**src/rtl/key_pkg.sv**
```systemverilog
// Shared definitions for the panel-key input stage: channel state encoding and default timing.
package key_pkg;

  typedef enum logic [1:0] {
    RELEASED     = 2'b00,
    PRESS_PEND   = 2'b01,
    PRESSED      = 2'b10,
    RELEASE_PEND = 2'b11
  } key_state_t;

  // 20 ms debounce and 3 s long-press at a 100 MHz clock
  localparam int unsigned DEBOUNCE_20MS = 32'd2000000;
  localparam int unsigned LONG_PRESS_3S = 32'd300000000;

endpackage

```
**src/rtl/key_channel.sv**
```systemverilog
// One key: two-flop synchroniser, debounce FSM with counter, and long-press hold counter.
// All outputs are registered; the pending states are skipped when DEBOUNCE_CYCLES is 1.
module key_channel
  import key_pkg::*;
#(
  parameter int unsigned DEBOUNCE_CYCLES   = DEBOUNCE_20MS,
  parameter int unsigned LONG_PRESS_CYCLES = LONG_PRESS_3S
) (
  input  logic clk,
  input  logic reset,
  input  logic key_raw,
  output logic key_level,
  output logic key_press,
  output logic key_release,
  output logic key_long
);

  localparam int unsigned DEB_W  = $clog2(DEBOUNCE_CYCLES + 1);
  localparam int unsigned HOLD_W = $clog2(LONG_PRESS_CYCLES + 1);
  localparam logic [DEB_W-1:0]  DEB_LAST  = DEB_W'(DEBOUNCE_CYCLES - 1);
  localparam logic [DEB_W-1:0]  DEB_ONE   = DEB_W'(1);
  localparam logic [HOLD_W-1:0] HOLD_MAX  = HOLD_W'(LONG_PRESS_CYCLES);
  localparam logic [HOLD_W-1:0] HOLD_LAST = HOLD_W'(LONG_PRESS_CYCLES - 1);
  localparam logic              SKIP_PEND = (DEBOUNCE_CYCLES == 1);

  logic [1:0]        sync_q;
  logic              s;
  key_state_t        state_q, state_d;
  logic [DEB_W-1:0]  deb_cnt_q, deb_cnt_d;
  logic [HOLD_W-1:0] hold_cnt_q, hold_cnt_d;
  logic              press_d, release_d, long_d, level_d;

  assign s = sync_q[1];

  // Next-state, counter and output decode
  always_comb begin
    state_d    = state_q;
    deb_cnt_d  = deb_cnt_q;
    hold_cnt_d = hold_cnt_q;
    press_d    = 1'b0;
    release_d  = 1'b0;

    if (key_level && (hold_cnt_q != HOLD_MAX)) begin
      hold_cnt_d = hold_cnt_q + 1'b1;
    end

    case (state_q)
      RELEASED: begin
        if (s) begin
          if (SKIP_PEND) begin
            state_d    = PRESSED;
            deb_cnt_d  = '0;
            hold_cnt_d = '0;
            press_d    = 1'b1;
          end else begin
            state_d   = PRESS_PEND;
            deb_cnt_d = DEB_ONE;
          end
        end
      end
      PRESS_PEND: begin
        if (!s) begin
          state_d   = RELEASED;
          deb_cnt_d = '0;
        end else if (deb_cnt_q == DEB_LAST) begin
          state_d    = PRESSED;
          deb_cnt_d  = '0;
          hold_cnt_d = '0;
          press_d    = 1'b1;
        end else begin
          deb_cnt_d = deb_cnt_q + 1'b1;
        end
      end
      PRESSED: begin
        if (!s) begin
          if (SKIP_PEND) begin
            state_d   = RELEASED;
            deb_cnt_d = '0;
            release_d = 1'b1;
          end else begin
            state_d   = RELEASE_PEND;
            deb_cnt_d = DEB_ONE;
          end
        end
      end
      RELEASE_PEND: begin
        // A bounce back to pressed keeps the hold count, so key_long cannot repeat
        if (s) begin
          state_d   = PRESSED;
          deb_cnt_d = '0;
        end else if (deb_cnt_q == DEB_LAST) begin
          state_d   = RELEASED;
          deb_cnt_d = '0;
          release_d = 1'b1;
        end else begin
          deb_cnt_d = deb_cnt_q + 1'b1;
        end
      end
      default: begin
        state_d   = RELEASED;
        deb_cnt_d = '0;
      end
    endcase

    level_d = (state_d == PRESSED) || (state_d == RELEASE_PEND);
    long_d  = key_level && (hold_cnt_q == HOLD_LAST);
  end

  always_ff @(posedge clk or posedge reset) begin
    if (reset) begin
      sync_q      <= '0;
      state_q     <= RELEASED;
      deb_cnt_q   <= '0;
      hold_cnt_q  <= '0;
      key_level   <= 1'b0;
      key_press   <= 1'b0;
      key_release <= 1'b0;
      key_long    <= 1'b0;
    end else begin
      sync_q      <= {sync_q[0], key_raw};
      state_q     <= state_d;
      deb_cnt_q   <= deb_cnt_d;
      hold_cnt_q  <= hold_cnt_d;
      key_level   <= level_d;
      key_press   <= press_d;
      key_release <= release_d;
      key_long    <= long_d;
    end
  end

endmodule

```
**src/rtl/key_conditioner.sv**
```systemverilog
// Panel key front end: one independent key_channel per key bit, wiring only.
module key_conditioner
  import key_pkg::*;
#(
  parameter int unsigned NUM_KEYS          = 5,
  parameter int unsigned DEBOUNCE_CYCLES   = DEBOUNCE_20MS,
  parameter int unsigned LONG_PRESS_CYCLES = LONG_PRESS_3S
) (
  input  logic                clk,
  input  logic                reset,
  input  logic [NUM_KEYS-1:0] key_raw,
  output logic [NUM_KEYS-1:0] key_level,
  output logic [NUM_KEYS-1:0] key_press,
  output logic [NUM_KEYS-1:0] key_release,
  output logic [NUM_KEYS-1:0] key_long
);

  for (genvar i = 0; i < NUM_KEYS; i++) begin : g_key
    key_channel #(
      .DEBOUNCE_CYCLES  (DEBOUNCE_CYCLES),
      .LONG_PRESS_CYCLES(LONG_PRESS_CYCLES)
    ) u_channel (
      .clk        (clk),
      .reset      (reset),
      .key_raw    (key_raw[i]),
      .key_level  (key_level[i]),
      .key_press  (key_press[i]),
      .key_release(key_release[i]),
      .key_long   (key_long[i])
    );
  end

endmodule

```
**config.mk**
```make
export PLATFORM = sky130hd
export DESIGN_NAME = key_conditioner
export DESIGN_NICKNAME = d
export VERILOG_FILES = /design/src/rtl/key_pkg.sv /design/src/rtl/key_channel.sv /design/src/rtl/key_conditioner.sv
export SDC_FILE = /design/constraint.sdc
export NUM_CORES = 1
export LEC_CHECK = 0
export BUFFER_PORTS_ARGS = -buffer_cell sky130_fd_sc_hd__buf_4
export CORE_ASPECT_RATIO = 1.5
export CORE_UTILIZATION = 40
export CTS_BUF_LIST = sky130_fd_sc_hd__clkbuf_2 sky130_fd_sc_hd__clkbuf_4 sky130_fd_sc_hd__clkbuf_8
export DETAILED_ROUTE_END_ITERATION = 6
export PLACE_DENSITY_LB_ADDON = 0.2
export SYNTH_ARGS = -nofsm -noshare
export SYNTH_HDL_FRONTEND = slang
export SYNTH_SLANG_ARGS = --single-unit
```
**constraint.sdc**
```tcl
create_clock -name clk -period 14.8 [get_ports clk]
set_input_delay 2.96 -clock clk [delete_from_list [all_inputs] [get_ports clk]]
set_output_delay 2.96 -clock clk [all_outputs]
set_load 0.02 [all_outputs]
```
[Word-level counts from Yosys, hierarchy flattened]
Cells that the tools add are included.
Widths: inputs -> output; s select.
Word-level totals
  register bits after elaboration: 290
  input bits: 7
Operators by class
  reductions and logical operators: 25
  add/sub/neg operators: 10
  multiplexer cells: 110
  equality and inequality tests: 50
Operator list (number)
  $mux 29: 20
  $mux 21: 25
  $pmux 21 s4: 5
  $add 29x1->29 const B: 5
  $eq 29x29->1 const B: 5
  $ne 29x29->1 const B: 5
  $add 21x1->21 const B: 5
  $eq 21x21->1 const B: 5
  $mux 2: 30
  $eq 2x2->1 const B: 20
  $pmux 2 s4: 5
  $mux 1: 25
  $eq 2x1->1 const B: 5
  $logic_and 1x1->1: 10
  $logic_not 2->1: 5
  $ne 2x1->1 const B: 5
  $ne 2x2->1 const B: 5
  $reduce_and 2->1: 5
  $logic_or 1x1->1: 5

[Longest topological paths before layout]
  word-level depth: 6
  gate-level depth with buffers: 8
  mapped depth without buffers: 7

[Modules after synthesis]
A second synthesis with hierarchy kept.
Second synthesis, totals
  cell total of the unflattened synthesis: 1544
  area, all modules: 14956.8 um2
By module, submodules not included
  key_channel at g_key[0].u_channel ...: cells each 309, instances 4, area an instance 2981.6 um2
  key_channel at g_key[4].u_channel: cells each 308, instances 1, area an instance 3030.4 um2

[Least setup slack after synthesis]
Ideal clock, no wire load.
  kind: register -> output
  start point: reg g_key[1].u_channel.key_level
  end point: out key_level[1]
  stages on the path, launching flop included: 2
  data arrival time: 597 ps
  path slack: 11243 ps
  path through: dfrtp_1 -> buf_4
RTL lines
  start, declared: line key_channel.sv:12  | output logic key_level,
  start signal, assigned: line key_channel.sv:124  | key_level <= level_d;
  end, declared: line key_conditioner.sv:12  | output logic [NUM_KEYS-1:0] key_level,
No word-level cell between the ends.

[Worst setup path in the final report]
  start point: reg g_key[0].u_channel.key_level
  end point: out key_level[0]
RTL lines (line)
  start, declared: key_channel.sv:12
  start signal, assigned: key_channel.sv:124
No word-level cell between the ends.

==> metrics.cfg <==
[global_routing]
met1_usage_pct = 20.04
first_global_vias = 11719
met3_usage_pct = 2.526
antenna_found_initial = 1
grt_max_degree = 166
grt-ovfl-total = 0
grt_pass1_wl_um = 55660
met2_usage_pct = 31.13
grt_use_total_pct = 17.07
top_usage_layer = met2

[critical_path]
slowest_stage = dfrtp_1
crit-reg2reg-capture = g_key[3].u_channel.hold_cnt_q[22]
r2r_cells = 6
critPathTopFamily = flip-flops
arrival_ps = 1540
cpPeakStageDelay_ps = 690
startpoint = g_key[0].u_channel.key_level
path_max_fanout = 17
crit_type = reg2out
required_ps = 11840
cp_cell_sequence = buf_4
cp-endpoint = key_level[0]
r2r_slack_ps = 11850
rr_startpoint = g_key[3].u_channel.deb_cnt_q[0]
startpoint_type = flip-flop
worstPathBufferInverterCount = 1
cp_num_cells = 1
critPathCaptureType = output pin

[place]
io_buffer_count = 26
place_congestion = 0.8201
placed_cell_area_um2 = 15720
dp_hpwl_um = 20660
place_ws_ps = 10140

[cts]
cts_tree = yes
cts_num_sinks = 290
htreeDepth = 2
clk_root_buffer_cell = clkbuf_8
clkLatencyLatePin_ps = 600
path_clk_slew_ps = 70
cts_setup_buffers = 0
cts_resized = 0
hold_buffers = 0
cts_buffers = 47
cts_buffer_depth = 3

[logic_synthesis]
ys_seq_elements = 290
synthesis.nets = 1632
synth-edff-count = 0
syn_inst = 1610
yosysWarnings = 0
synth_cell_types = 67
synth.yosys.seq_area_share_pct = 47.70
netlist_area_um2 = 15210
avgSynthCellArea_um2 = 9.449
synth_top_flop_cell = dfrtp_1
async_flop_share_pct = 100.0

[cells_and_area]
nNetsFinal = 1641
finalInstanceArea_um2 = 16710
final_layout_size_suffix_gt1_share_pct = 9.763
syn2layout_area_growth_pct = 9.836
fillers = 3644

[sta]
fin_crit_ps = 4497
hold_viol_final = 0
setup_viol = 0
finalClockSkew_ps = 22.76
tightestPinTransition_ps = 1209
rsz0062_at_grt = false
timing.final.crit_share_pct = 30.39
setup_ws_ps = 10300
setup_tns_ps = 0
clock.fmax_mhz = 222.4
finalMaxSlewViolations = 0
relSlewSlack_pct = 19.06

[floorplanning]
num_rows = 87
die_area_um2 = 38830
pin_count = 27
die_y_um = 240.9
die_x_um = 161.2
start_util_pct = 40.51
core_area_um2 = 37550

[detailed_routing]
via_per_inst = 5.554
vias = 11879
wl_per_cell_um = 14.92
dr.pass1.iters = 5
drc = 0
ant_nets = 0
first_iter_violations = 556
totalWireLength_um = 31920

[flow_run]
drv_cap = 0

[power]
p_per_area_nw_per_um2 = 95.19
ir_drop_mv = 0.04786
p_leak_nw = 7.127

[status]
outcome = completed

[min_path]
min_path_type = reg2reg

==> worst reg2reg max path, cell delays in order (launching register included) <==
cell and delay, ps:
dfrtp_1 430, ha_1 220, nand3_1 230, nor4_2 630, nand3_2 280, nor3b_4 860, nor2_1 140
==> per-layer routing <==
metal	vias up	part of all wire, %
li1	5859	-
met1	5822	43
met2	137	52
met3	61	2.8
met4	0	2.6
met5	-	0
==> cell usage in the layout (no fill, tap or decap), drive strengths merged, types with 41 or more instances in the layout <==
master  count
nor4       49
dfrtp     290
a21oi      57
clkbuf     69
inv        42
nand2     145
a31oi      43
nand3     116
nand4      91
xnor2      47
o21ai      58
and3       41
xor2       86
nor2      183
==> power by group <==
| part | switching, mW | internal, mW | leakage, nW |
|---|---|---|---|
| Clock | 0.323 | 0.414 | 0.516 |
| Sequential | 0.00761 | 0.799 | 4.00 |
| Combinational | 0.0344 | 0.0124 | 2.61 |
==> worst min-delay path by stage <==
stage                            startpoint                           end  cells past startpoint
2_1_floorplan  g_key[0].u_channel.sync_q[0]  g_key[0].u_channel.sync_q[1]                      0
3_3_place_gp   g_key[2].u_channel.sync_q[0]  g_key[2].u_channel.sync_q[1]                      0
3_5_place_dp   g_key[1].u_channel.sync_q[0]  g_key[1].u_channel.sync_q[1]                      0
4_1_cts        g_key[3].u_channel.sync_q[0]  g_key[3].u_channel.sync_q[1]                      0
5_1_grt        g_key[1].u_channel.sync_q[0]  g_key[1].u_channel.sync_q[1]                      0
6_report       g_key[3].u_channel.sync_q[0]  g_key[3].u_channel.sync_q[1]                      0
==> cells by family after synthesis <==
group | after synthesis | share of synthesized area (%)
and+or+nand+nor | 797 | 28.14
DFF | 290 | 47.70
AOI/OAI and AO/OA | 231 | 9.688
buffers and inverters | 117 | 3.717
adders and majority gates | 15 | 1.234
muxes | 27 | 1.859
xor gates and xnor gates | 133 | 7.657
==> through the flow <==
stage | utilization (%) | hold WS, ps | cells | power, mW
finish | 44.49 | 349.1 | 2139 | 1.591
floorplan | - | 331.2 | 1610 | 0.8552
CTS | 44.49 | 351.2 | 2138 | 1.625
global route | 44.49 | 356.0 | 2139 | 1.663
global placement | 41.86 | 332.7 | 2059 | 0.8690
detailed placement | 41.86 | 337.9 | 2059 | 0.8697
==> cell usage after synthesis, drive strengths merged (9+ instances only) <==
| cell type | instances | share of area, % |
|---|---|---|
| a21o | 11 | 0.54 |
| a21oi | 57 | 1.9 |
| a22o | 9 | 0.52 |
| a31oi | 43 | 1.8 |
| a41oi | 14 | 0.81 |
| and2 | 14 | 0.58 |
| and3 | 41 | 1.7 |
| and4 | 18 | 1.0 |
| buf | 37 | 1.7 |
| clkbuf | 38 | 0.94 |
| dfrtp | 290 | 48 |
| ha | 15 | 1.2 |
| inv | 42 | 1.0 |
| mux2 | 10 | 0.74 |
| mux2i | 17 | 1.1 |
| nand2 | 145 | 3.6 |
| nand2b | 18 | 0.74 |
| nand3 | 116 | 3.8 |
| nand4 | 91 | 3.7 |
| nor2 | 183 | 4.5 |
| nor3 | 26 | 0.86 |
| nor3b | 17 | 0.95 |
| nor4 | 49 | 2.4 |
| o211ai | 10 | 0.49 |
| o21ai | 58 | 1.9 |
| o31ai | 12 | 0.81 |
| or3 | 19 | 0.78 |
| or4 | 19 | 0.99 |
| or4b | 11 | 0.72 |
| xnor2 | 47 | 2.7 |
| xor2 | 86 | 5.0 |
==> final cells by class <==
class | count | area (um^2) | share of cell area, %
diodes | 1 | 2.502 | 0.01498
clock buffers | 69 | 880.8 | 5.271
clock inverters | 10 | 107.6 | 0.6440
inverters | 42 | 165.2 | 0.9884
multi-input cells | 1203 | 7410 | 44.34
flip-flops and latches | 290 | 7257 | 43.43
well taps | 489 | 611.8 | 3.662
repair buffers | 35 | 275.3 | 1.647
==> registers in the layout (all words and copies together) (netlist names) <==
signal,flops
g_key.u_channel.deb_cnt_q,105
g_key.u_channel.hold_cnt_q,145
g_key.u_channel.key_level,5
g_key.u_channel.key_long,5
g_key.u_channel.key_press,5
g_key.u_channel.key_release,5
g_key.u_channel.state_q,10
g_key.u_channel.sync_q,10
No activity file was read; power rests on OpenSTA's default activity.
